<file path="src/rtl/fp_adder_pipe.sv">
// Pipelined IEEE-754 adder (RNE, full subnormal support). One input register
// followed by three compute stages (unpack/swap, align/add, normalise/round/pack).
module fp_adder_pipe #(
  parameter  int EXP_W = 8,
  parameter  int MAN_W = 23,
  localparam int W     = 1 + EXP_W + MAN_W
) (
  input  logic         clk,
  input  logic         rst,
  input  logic         in_valid,
  output logic         in_ready,
  input  logic [W-1:0] a,
  input  logic [W-1:0] b,
  output logic         out_valid,
  input  logic         out_ready,
  output logic [W-1:0] s,
  output logic         flag_invalid,
  output logic         flag_overflow,
  output logic         flag_inexact
);
  localparam int STAGES = 3;
  localparam int XW     = MAN_W + 4;  // hidden + fraction + guard/round/sticky
  localparam int SW     = XW + 1;     // plus carry-out
  localparam logic [EXP_W-1:0] EXP_MAX = '1;
  localparam logic [W-1:0]     QNAN    = {1'b0, EXP_MAX, 1'b1, {(MAN_W-1){1'b0}}};

  typedef struct packed {
    logic             spec;
    logic [W-1:0]     spec_val;
    logic             spec_inv;
    logic             sign;
    logic             zsign;
    logic             sub;
    logic [EXP_W-1:0] exp_l;
    logic [MAN_W:0]   man_l;
    logic [MAN_W:0]   man_s;
    logic [EXP_W-1:0] diff;
  } s1_t;

  typedef struct packed {
    logic             spec;
    logic [W-1:0]     spec_val;
    logic             spec_inv;
    logic             sign;
    logic             zsign;
    logic [EXP_W-1:0] exp_l;
    logic [SW-1:0]    sum;
  } s2_t;

  logic [STAGES:0] vld_pipe;
  logic [W-1:0]    a_q, b_q;
  s1_t             s1_d, s1_q;
  s2_t             s2_d, s2_q;
  logic [W-1:0]    res_s;
  logic            res_inv, res_ovf, res_inx;
  logic            adv;

  assign adv       = !out_valid || out_ready;
  assign in_ready  = adv;
  assign out_valid = vld_pipe[STAGES];

  function automatic logic [31:0] lzc(input logic [XW-1:0] v);
    lzc = 32'(XW);
    for (int i = 0; i < XW; i++)
      if (v[i]) lzc = 32'(XW - 1 - i);
  endfunction

  // S1: classify, order by magnitude, exponent difference
  logic [EXP_W-1:0] ea, eb, el_f, es_f, el, es;
  logic [MAN_W-1:0] fa, fb;
  logic             a_nan, b_nan, a_inf, b_inf, a_snan, b_snan, swap;
  logic [W-1:0]     lw, sw;

  always_comb begin
    ea     = a_q[W-2 -: EXP_W];
    eb     = b_q[W-2 -: EXP_W];
    fa     = a_q[MAN_W-1:0];
    fb     = b_q[MAN_W-1:0];
    a_nan  = (ea == EXP_MAX) && (fa != '0);
    b_nan  = (eb == EXP_MAX) && (fb != '0);
    a_inf  = (ea == EXP_MAX) && (fa == '0);
    b_inf  = (eb == EXP_MAX) && (fb == '0);
    a_snan = a_nan && !fa[MAN_W-1];
    b_snan = b_nan && !fb[MAN_W-1];
    swap   = b_q[W-2:0] > a_q[W-2:0];
    lw     = swap ? b_q : a_q;
    sw     = swap ? a_q : b_q;
    el_f   = lw[W-2 -: EXP_W];
    es_f   = sw[W-2 -: EXP_W];
    el     = (el_f == '0) ? EXP_W'(1) : el_f;
    es     = (es_f == '0) ? EXP_W'(1) : es_f;

    s1_d          = '0;
    s1_d.sign     = lw[W-1];
    s1_d.zsign    = a_q[W-1] & b_q[W-1];
    s1_d.sub      = lw[W-1] ^ sw[W-1];
    s1_d.exp_l    = el;
    s1_d.man_l    = {el_f != '0, lw[MAN_W-1:0]};
    s1_d.man_s    = {es_f != '0, sw[MAN_W-1:0]};
    s1_d.diff     = el - es;
    if (a_nan || b_nan) begin
      s1_d.spec     = 1'b1;
      s1_d.spec_val = QNAN;
      s1_d.spec_inv = a_snan | b_snan;
    end else if (a_inf && b_inf && (a_q[W-1] != b_q[W-1])) begin
      s1_d.spec     = 1'b1;
      s1_d.spec_val = QNAN;
      s1_d.spec_inv = 1'b1;
    end else if (a_inf || b_inf) begin
      s1_d.spec     = 1'b1;
      s1_d.spec_val = a_inf ? a_q : b_q;
    end
  end

  // S2: align smaller operand, then add/subtract. Bits lost past the sticky
  // position are kept aside so the subtraction borrows correctly.
  logic [31:0]     diff32, sh;
  logic [XW-1:0]   ext_l, ext_s, aligned;
  logic [2*XW-1:0] wide;
  logic            lost;

  always_comb begin
    diff32  = 32'(s1_q.diff);
    sh      = (diff32 > 32'(MAN_W + 3)) ? 32'(MAN_W + 3) : diff32;
    ext_l   = {s1_q.man_l, 3'b000};
    ext_s   = {s1_q.man_s, 3'b000};
    wide    = {ext_s, {XW{1'b0}}} >> sh;
    aligned = wide[2*XW-1:XW];
    lost    = |wide[XW-1:0];

    s2_d          = '0;
    s2_d.spec     = s1_q.spec;
    s2_d.spec_val = s1_q.spec_val;
    s2_d.spec_inv = s1_q.spec_inv;
    s2_d.sign     = s1_q.sign;
    s2_d.zsign    = s1_q.zsign;
    s2_d.exp_l    = s1_q.exp_l;
    if (s1_q.sub) s2_d.sum = {1'b0, ext_l} - {1'b0, aligned} - SW'(lost);
    else          s2_d.sum = {1'b0, ext_l} + {1'b0, aligned};
    s2_d.sum[0] = s2_d.sum[0] | lost;
  end

  // S3: normalise (never below the minimum exponent), round, pack
  logic [SW-1:0]    r;
  logic [31:0]      lz, lim, shl;
  logic [XW-1:0]    n;
  logic [EXP_W:0]   e;
  logic             g, rs, up;
  logic [MAN_W+1:0] mr;
  logic [MAN_W:0]   mf;

  always_comb begin
    r   = s2_q.sum;
    lz  = lzc(r[XW-1:0]);
    lim = 32'(s2_q.exp_l) - 32'd1;
    shl = '0;
    if (r[SW-1]) begin
      n = r[SW-1:1] | XW'(r[0]);
      e = {1'b0, s2_q.exp_l} + (EXP_W+1)'(1);
    end else begin
      shl = (lz < lim) ? lz : lim;
      n   = r[XW-1:0] << shl;
      e   = {1'b0, s2_q.exp_l} - (EXP_W+1)'(shl);
    end
    g  = n[2];
    rs = n[1] | n[0];
    up = g & (rs | n[3]);
    mr = {1'b0, n[XW-1:3]} + (MAN_W+2)'(up);
    if (mr[MAN_W+1]) begin
      mf = mr[MAN_W+1:1];
      e  = e + (EXP_W+1)'(1);
    end else begin
      mf = mr[MAN_W:0];
    end

    res_inv = 1'b0;
    res_ovf = 1'b0;
    res_inx = 1'b0;
    if (s2_q.spec) begin
      res_s   = s2_q.spec_val;
      res_inv = s2_q.spec_inv;
    end else if (r == '0) begin
      res_s = {s2_q.zsign, {(W-1){1'b0}}};
    end else if (e >= {1'b0, EXP_MAX}) begin
      res_s   = {s2_q.sign, EXP_MAX, {MAN_W{1'b0}}};
      res_ovf = 1'b1;
      res_inx = 1'b1;
    end else begin
      // hidden bit clear at minimum exponent means a subnormal encoding
      res_s   = {s2_q.sign, mf[MAN_W] ? e[EXP_W-1:0] : {EXP_W{1'b0}}, mf[MAN_W-1:0]};
      res_inx = g | rs;
    end
  end

  always_ff @(posedge clk) begin
    if (rst) begin
      vld_pipe      <= '0;
      s             <= '0;
      flag_invalid  <= 1'b0;
      flag_overflow <= 1'b0;
      flag_inexact  <= 1'b0;
    end else if (adv) begin
      vld_pipe      <= {vld_pipe[STAGES-1:0], in_valid};
      a_q           <= a;
      b_q           <= b;
      s1_q          <= s1_d;
      s2_q          <= s2_d;
      s             <= res_s;
      flag_invalid  <= res_inv;
      flag_overflow <= res_ovf;
      flag_inexact  <= res_inx;
    end
  end
endmodule

</file>
<file path="config.mk">
export PLATFORM = sky130hd
export DESIGN_NAME = fp_adder_pipe
export DESIGN_NICKNAME = d
export VERILOG_FILES = /design/src/rtl/fp_adder_pipe.sv
export SDC_FILE = /design/constraint.sdc
export NUM_CORES = 1
export LEC_CHECK = 0
export BUFFER_PORTS_ARGS = -buffer_cell sky130_fd_sc_hd__buf_2
export CAP_MARGIN = 5
export CORE_MARGIN = 2
export CORE_UTILIZATION = 45
export CTS_CLUSTER_DIAMETER = 60
export DETAILED_ROUTE_END_ITERATION = 16
export PLACE_DENSITY = 0.71
export SYNTH_ARGS = -nofsm -noshare
export SYNTH_HDL_FRONTEND = slang
export SYNTH_SLANG_ARGS = --single-unit
</file>
<file path="constraint.sdc">
create_clock -name clk -period 13.4 [get_ports clk]
set_input_delay 2.68 -clock clk [delete_from_list [all_inputs] [get_ports clk]]
set_output_delay 2.68 -clock clk [all_outputs]
set_load 0.01 [all_outputs]
</file>
======== Yosys cells after proc, flatten, opt, wreduce, memory -nomap -nowiden ========
Cells that the tools add are included.
storage, ports and cells
  bits in registers ....................... 276
  input bits .............................. 68
  output and inout bits ................... 37
  word-level logic and storage cells ...... 134
operators by class
  $add $sub $neg .......................... 9
  $lt $le $gt $ge ......................... 4
  equal/unequal tests ..................... 3
  shifts and indexed selects .............. 2
  mux-type cells .......................... 53
  bitwise gates (word level) .............. 11
  reduce and logical (&&, ||, !) cells .... 27
operators with widths
  operator            count
  $mux 32             32
  $shr 54x8->54       1
  $logic_not 23->1    2
  $reduce_bool 23->1  2
  $mux 33             1
  $lt 32x32->1        1
  $mux 8              4
  $shl 27x32->27      1
  $gt 31x31->1        1
  $mux 31             1
  $add 27x27->28      1
  $logic_not 28->1    1
  $mux 28             1
  $sub 27x27->28      1
  $sub 28x1->28       1
  $mux 27             1
  $or 27x1->27        1
  $reduce_or 27->1    1
  $add 24x1->25       1
  $mux 24             1
  $mux 9              2
  $eq 8x8->1 const B  2
  $logic_not 8->1     2
  $reduce_bool 8->1   2
  other kinds (19)    45

======== Longest topological paths before layout ========
  depth in word-level cells ............... 40
  mapped depth ............................ 37
  mapped depth without buffers ............ 33

======== Worst setup path before layout ========
Ideal clock, no wire load.
  path kind ............................... input -> register
  start point ............................. input port out_ready
  end point ............................... register a_q[0] (enable)
  library setup time ...................... 0.843 ns
  arrival time ............................ 12.784 ns
  data required time ...................... 12.557 ns
  slack ................................... -0.227 ns
  stages .................................. 3
  buffers on the path ..................... 1
  path through ............................ nor2b_1 > clkbuf_1 > nor2_1
between the ends
  word-level cells in the longest chain between the ends .. 2
ends and longest elaborated chain
  element                     line  RTL
  start, declared             15    input logic out_ready,
  $logic_or 1x1->1            58    assign adv = !out_valid || out_ready;
  $reduce_and 2->1 (no line)  --
  end signal, assigned        204   a_q <= a;
  end, declared               51    logic [W-1:0] a_q, b_q;
Every way passes these cells.
A chain may end at the register's enable or synchronous reset.

======== Final worst setup path ========
  start point ............................. register s2_q, in the netlist r[22]
  end point ............................... register s[29]
between the ends
  word-level cells in the longest chain between the ends .. 18
  elaborated cells on any way between the ends .. 25
  those cells by class .................... 3 x add/sub; 2 x order compare; 1 x shift; 14 x mux; 4 x bitwise; 1 x reduce/logical
ends and longest elaborated chain
  element                               line      RTL
  start, declared                       53        s2_t s2_d, s2_q;
  start signal, assigned                207       s2_q <= s2_d;
  $mux 32 (5 in series)                 65        if (v[i]) lzc = 32'(XW - 1 - i);
  $lt 32x32->1                          161       shl = (lz < lim) ? lz : lim;
  $mux 32                               161
  $shl 27x32->27                        162       n = r[XW-1:0] << shl;
  $mux 27                               157       if (r[SW-1]) begin
  $or 1x1->1                            166       rs = n[1] | n[0];
  $or 1x1->1                            167       up = g & (rs | n[3]);
  $and 1x1->1                           167
  $add 24x1->25                         168       mr = {1'b0, n[XW-1:3]} + (MAN_W+2)'(up);
  $mux 9 or $mux 24 (tied branches)     169       if (mr[MAN_W+1]) begin
  $ge 9x8->1 or $mux 8 (tied branches)  184, 190
  $mux 31                               184       end else if (e >= {1'b0, EXP_MAX}) begin
  $mux 32 *                             182       end else if (r == '0) begin
  $mux 32 *                             179       if (s2_q.spec) begin
  end signal, assigned                  208       s <= res_s;
  end, declared                         16        output logic [W-1:0] s,
Mark *: on every way between the ends. The rest lies on a longest branch, timed or not.

==> summary.log <==
[worst_setup_path] critical path startpoint category flip-flop
[logic_synthesis] Syn Std Cell Area 19900 um^2
[global_route] first-pass GRT wire length 86500 um
[global_route] maximum number of pins on one net before global-route repair 179
[logic_synthesis] number of distinct library cell variants in the gate-level netlist after synthesis 112
[routing] via count 16300
[worst_setup_path] type of element capturing the critical path flip-flop
[global_route] antenna violations before repair 0
[logic_synthesis] Synth Flop Type sky130_fd_sc_hd__edfxtp_1
[clock_network] TritonCTS buffer count 34
[worst_setup_path] kind of cell adding the most delay to the critical path compound AO/OA/AOI/OAI gates
[power] register share of total power 37.6%
[global_route] total gr overflow 0
[place] routability congestion estimate from global placement 0.958
[worst_setup_path] type of the worst setup path reg2reg
[power] Switching Fraction 35.3%
[logic_synthesis] flip-flop and latch count after synthesis 276
[sta] max-slew violation count 0
[sta] Clock Skews 0.0231 ns
[sta] shortest period the worst path allows 8.06 ns
[routing] WL final 54400 um
[min_path] class of the most critical hold timing path reg2reg
[die] width of the die 214 um
[routing] remaining design rule violation count 0
[power] share of power burned in the clock network 28.9%
[clock_network] number of hold buffers added after cts 0
[worst_setup_path] R2R depth 33
[routing] antenna-violating nets left 0
[clock_network] maximum buffer depth of the clock tree 3
[sta] top achievable clock speed 124 MHz
[logic_synthesis] Avg Inst Size Synth 9.61 um^2
[worst_setup_path] Crit Path Max Fanout 20
[clock_network] insertion delay of the later-clocked pin in the worst-skew pair 0.54 ns
[logic_synthesis] total number of yosys warnings 0
[cells_and_area] synthesis-to-finish area growth 10.4%
[run] count of max-cap constraint violations 0
[logic_synthesis] number of synthesized flops with an enable pin 237
[clock_network] clk sink count 276
[cells_and_area] layout cell share with drive strength beyond 1 13.5%
[die] effective utilization at floorplan 45.8%
[clock_network] Post-CTS Setup Bufs 0
[status] result of the run finished, final reports clean
[sta] Final period util 60.1%
[power] logic gate share of total power 33.5%
[power] leakage power total 8.85 nW
[logic_synthesis] number of cells produced by synthesis 2067
[die] Die ar. 45800 um^2
[cells_and_area] number of nets at the end of the flow 2343
[die] Std-Cell Rows 76
[worst_setup_path] count of buffer and inverter cells on the critical path 3
[routing] initial drt markers 1348
[logic_synthesis] share of synthesized area occupied by flip-flops and latches 39.8%
[worst_setup_path] number of cells on the critical path 33
[clock_network] number of H-tree branching levels 2
[die] die boundary height 214 um
[place] total of buffers placed on input and output ports 104
[worst_setup_path] slowest stage delay, CP 0.67 ns
[logic_synthesis] library cell occupying the most area in the post-synthesis netlist sky130_fd_sc_hd__edfxtp_1
[clock_network] TritonCTS clock tree yes
[logic_synthesis] Synth async-reset ratio 0%
[worst_setup_path] arrival time of the worst setup path 8.51 ns
[clock_network] root cell of the clock tree sky130_fd_sc_hd__clkbuf_16
[sta] setup repair after global routing missed its margin false
[place] Placed Area 20800 um^2
[worst_setup_path] required time worst endpoint 13.85 ns
[clock_network] post-CTS sizing 0
[power] Internal Pwr Total 0.00196 W
[clock_network] Clk pin slew, worst setup/hold paths 0.06 ns
[logic_synthesis] area share of the leading cell type in the synthesized netlist 35.8%
[power] worst ir drop on vdd 0.000104 V
[die] area of the core 43400 um^2
[worst_setup_path] setup slack of the most critical reg-to-reg path 5.34 ns
[logic_synthesis] largest cells by area after synthesis sky130_fd_sc_hd__edfxtp_1 (36%), sky130_fd_sc_hd__ha_1 (8.3%), sky130_fd_sc_hd__mux2i_1 (5.0%)
[routing] via/cell ratio 5.94
[cells_and_area] number of inserted diodes 0
[power] Power Dens Cells 138 nW/um^2
[routing] TritonRoute pass-1 iters 7
[sta] sum of negative setup slack 0 ns
[sta] Worst Tran Pin Value 1.17 ns
[power] power spent charging and discharging nets 0.00107 W
[sta] final count of negative-setup-slack endpoints 0
[sta] Final Hold Vio Count 0
[cells_and_area] finished layout cell area 21900 um^2
[worst_setup_path] CP most frequent cell sky130_fd_sc_hd__a21oi_1
[worst_setup_path] slowest cell on the critical path sky130_fd_sc_hd__o21ai_2
[sta] worst relative slew slack 21.3%
[global_route] GR Util All Layers 23.3%
[place] DP HPWL 41000 um
[min_path] depth of the worst hold-timing path 0
[routing] average wire per standard cell 19.8 um
[die] io pins 105
[global_route] number of global-route vias before repair 15700
-- path summary, 6_finish.rpt --
path	from	to
setup reg to reg	r[22]$_DFFE_PP_	s[29]$_SDFFE_PP0N_
hold reg to reg	s1_q[80]$_SDFFCE_PP0P_	s2_q[51]$_DFFE_PP_
setup / recovery	r[22]$_DFFE_PP_	s[29]$_SDFFE_PP0N_
hold / removal	s1_q[80]$_SDFFCE_PP0P_	s2_q[51]$_DFFE_PP_
-- state kept, by name, indices dropped and copies added (netlist names) --
| signal | count |
|---|---|
| s1_q | 45 |
| s2_q | 44 |
| vld_pipe | 4 |
| ext_s | 24 |
| flag_inexact | 1 |
| r | 28 |
| a_q | 32 |
| b_q | 32 |
| s | 32 |
| flag_overflow | 1 |
| flag_invalid | 1 |
| diff32 | 8 |
| ext_l | 24 |
-- final cells by class --
| type | count | area [um^2] |
|---|---|---|
| multi-input cells | 1553 | 11000 |
| flip-flops and latches | 276 | 7900 |
| clock inverters | 19 | 179 |
| clock buffers | 42 | 902 |
| repair buffers | 119 | 646 |
| well taps | 585 | 732 |
| inverters | 157 | 592 |
| fillers | 4010 | 21400 |
-- kinds of logic after synthesis --
logic type | count (synthesis) | share of synthesized area [%]
buf+inv | 259 | 5.58
simple gates | 615 | 15.7
flops | 276 | 39.8
fa+ha+maj | 134 | 8.56
xor+xnor | 84 | 3.71
mux | 144 | 7.56
compound gates | 554 | 19.1
other cells | 1 | 0.0189
-- cell usage in the layout (no fill, tap or decap), types with 23 or more instances in the layout --
| cell | netlist | final |
|---|---|---|
| sky130_fd_sc_hd__nor3_1 | 69 | 68 |
| sky130_fd_sc_hd__mux2i_1 | 100 | 100 |
| sky130_fd_sc_hd__dfxtp_1 | 39 | 39 |
| sky130_fd_sc_hd__a21oi_1 | 137 | 137 |
| sky130_fd_sc_hd__nor4_1 | 28 | 28 |
| sky130_fd_sc_hd__nand2_1 | 153 | 153 |
| sky130_fd_sc_hd__a31oi_1 | 23 | 23 |
| sky130_fd_sc_hd__nor2_1 | 156 | 154 |
| sky130_fd_sc_hd__o21ai_0 | 120 | 120 |
| sky130_fd_sc_hd__mux2_2 | 43 | 43 |
| sky130_fd_sc_hd__inv_1 | 152 | 152 |
| sky130_fd_sc_hd__edfxtp_1 | 237 | 237 |
| sky130_fd_sc_hd__xnor2_1 | 68 | 68 |
| sky130_fd_sc_hd__ha_1 | 131 | 131 |
| sky130_fd_sc_hd__nand3_1 | 53 | 53 |
| sky130_fd_sc_hd__buf_2 | 19 | 104 |
| sky130_fd_sc_hd__a21o_1 | 32 | 32 |
| sky130_fd_sc_hd__a211oi_1 | 41 | 41 |
| sky130_fd_sc_hd__clkbuf_16 | 0 | 35 |
-- routing by layer --
metal  up-vias  global-route usage (%)  wire, um
li1       7813                       -         -
met1      7757                    33.1     25000
met2       650                    37.2     24400
met3       112                    2.84      3440
met4         0                    7.43      1520
met5         -                       0         0
-- power by group through the flow --
| stage | combinational (W) | clock (W) | sequential (W) |
|---|---|---|---|
| after global placement | 0.000981 | 0 | 0.00115 |
| after global routing | 0.00111 | 0.000929 | 0.00115 |
| final | 0.00101 | 0.000875 | 0.00114 |
| after CTS | 0.000997 | 0.000896 | 0.00114 |
| after detailed placement | 0.000990 | 0 | 0.00115 |
| after floorplan | 0.000773 | 0 | 0.00111 |
-- metrics by stage --
stage | worst slack [ns] | cells | total power, W | hold WS, ns | utilization, %
finish | 5.34 | 2751 | 0.00303 | 0.416 | 50.5
global route | 4.83 | 2751 | 0.00319 | 0.424 | 50.5
CTS | 5.50 | 2751 | 0.00303 | 0.418 | 50.5
detailed placement | 5.52 | 2690 | 0.00214 | 0.405 | 48.0
global placement | 5.57 | 2690 | 0.00213 | 0.400 | 48.0
floorplan | 3.81 | 2088 | 0.00188 | 0.400 | -
-- cell usage after synthesis, drive strengths merged (9+ instances only) --
master and count:
xor2 16, mux2i 100, and3 19, nand2b 13, a21o 32, edfxtp 237
ha 131, nand2 155, buf 49, xnor2 68, inv 156, nor3 72
dfxtp 39, a211oi 51, nor4 34, a31oi 26, o21bai 21, nor2 162
o21ai 139, o211ai 11, and2 22, o2111ai 9, a21oi 139, mux2 44
o31ai 17, nand3 56, a221oi 18, nand4 24, clkbuf 53, nor2b 19
No activity file was read; power rests on OpenSTA's default activity.
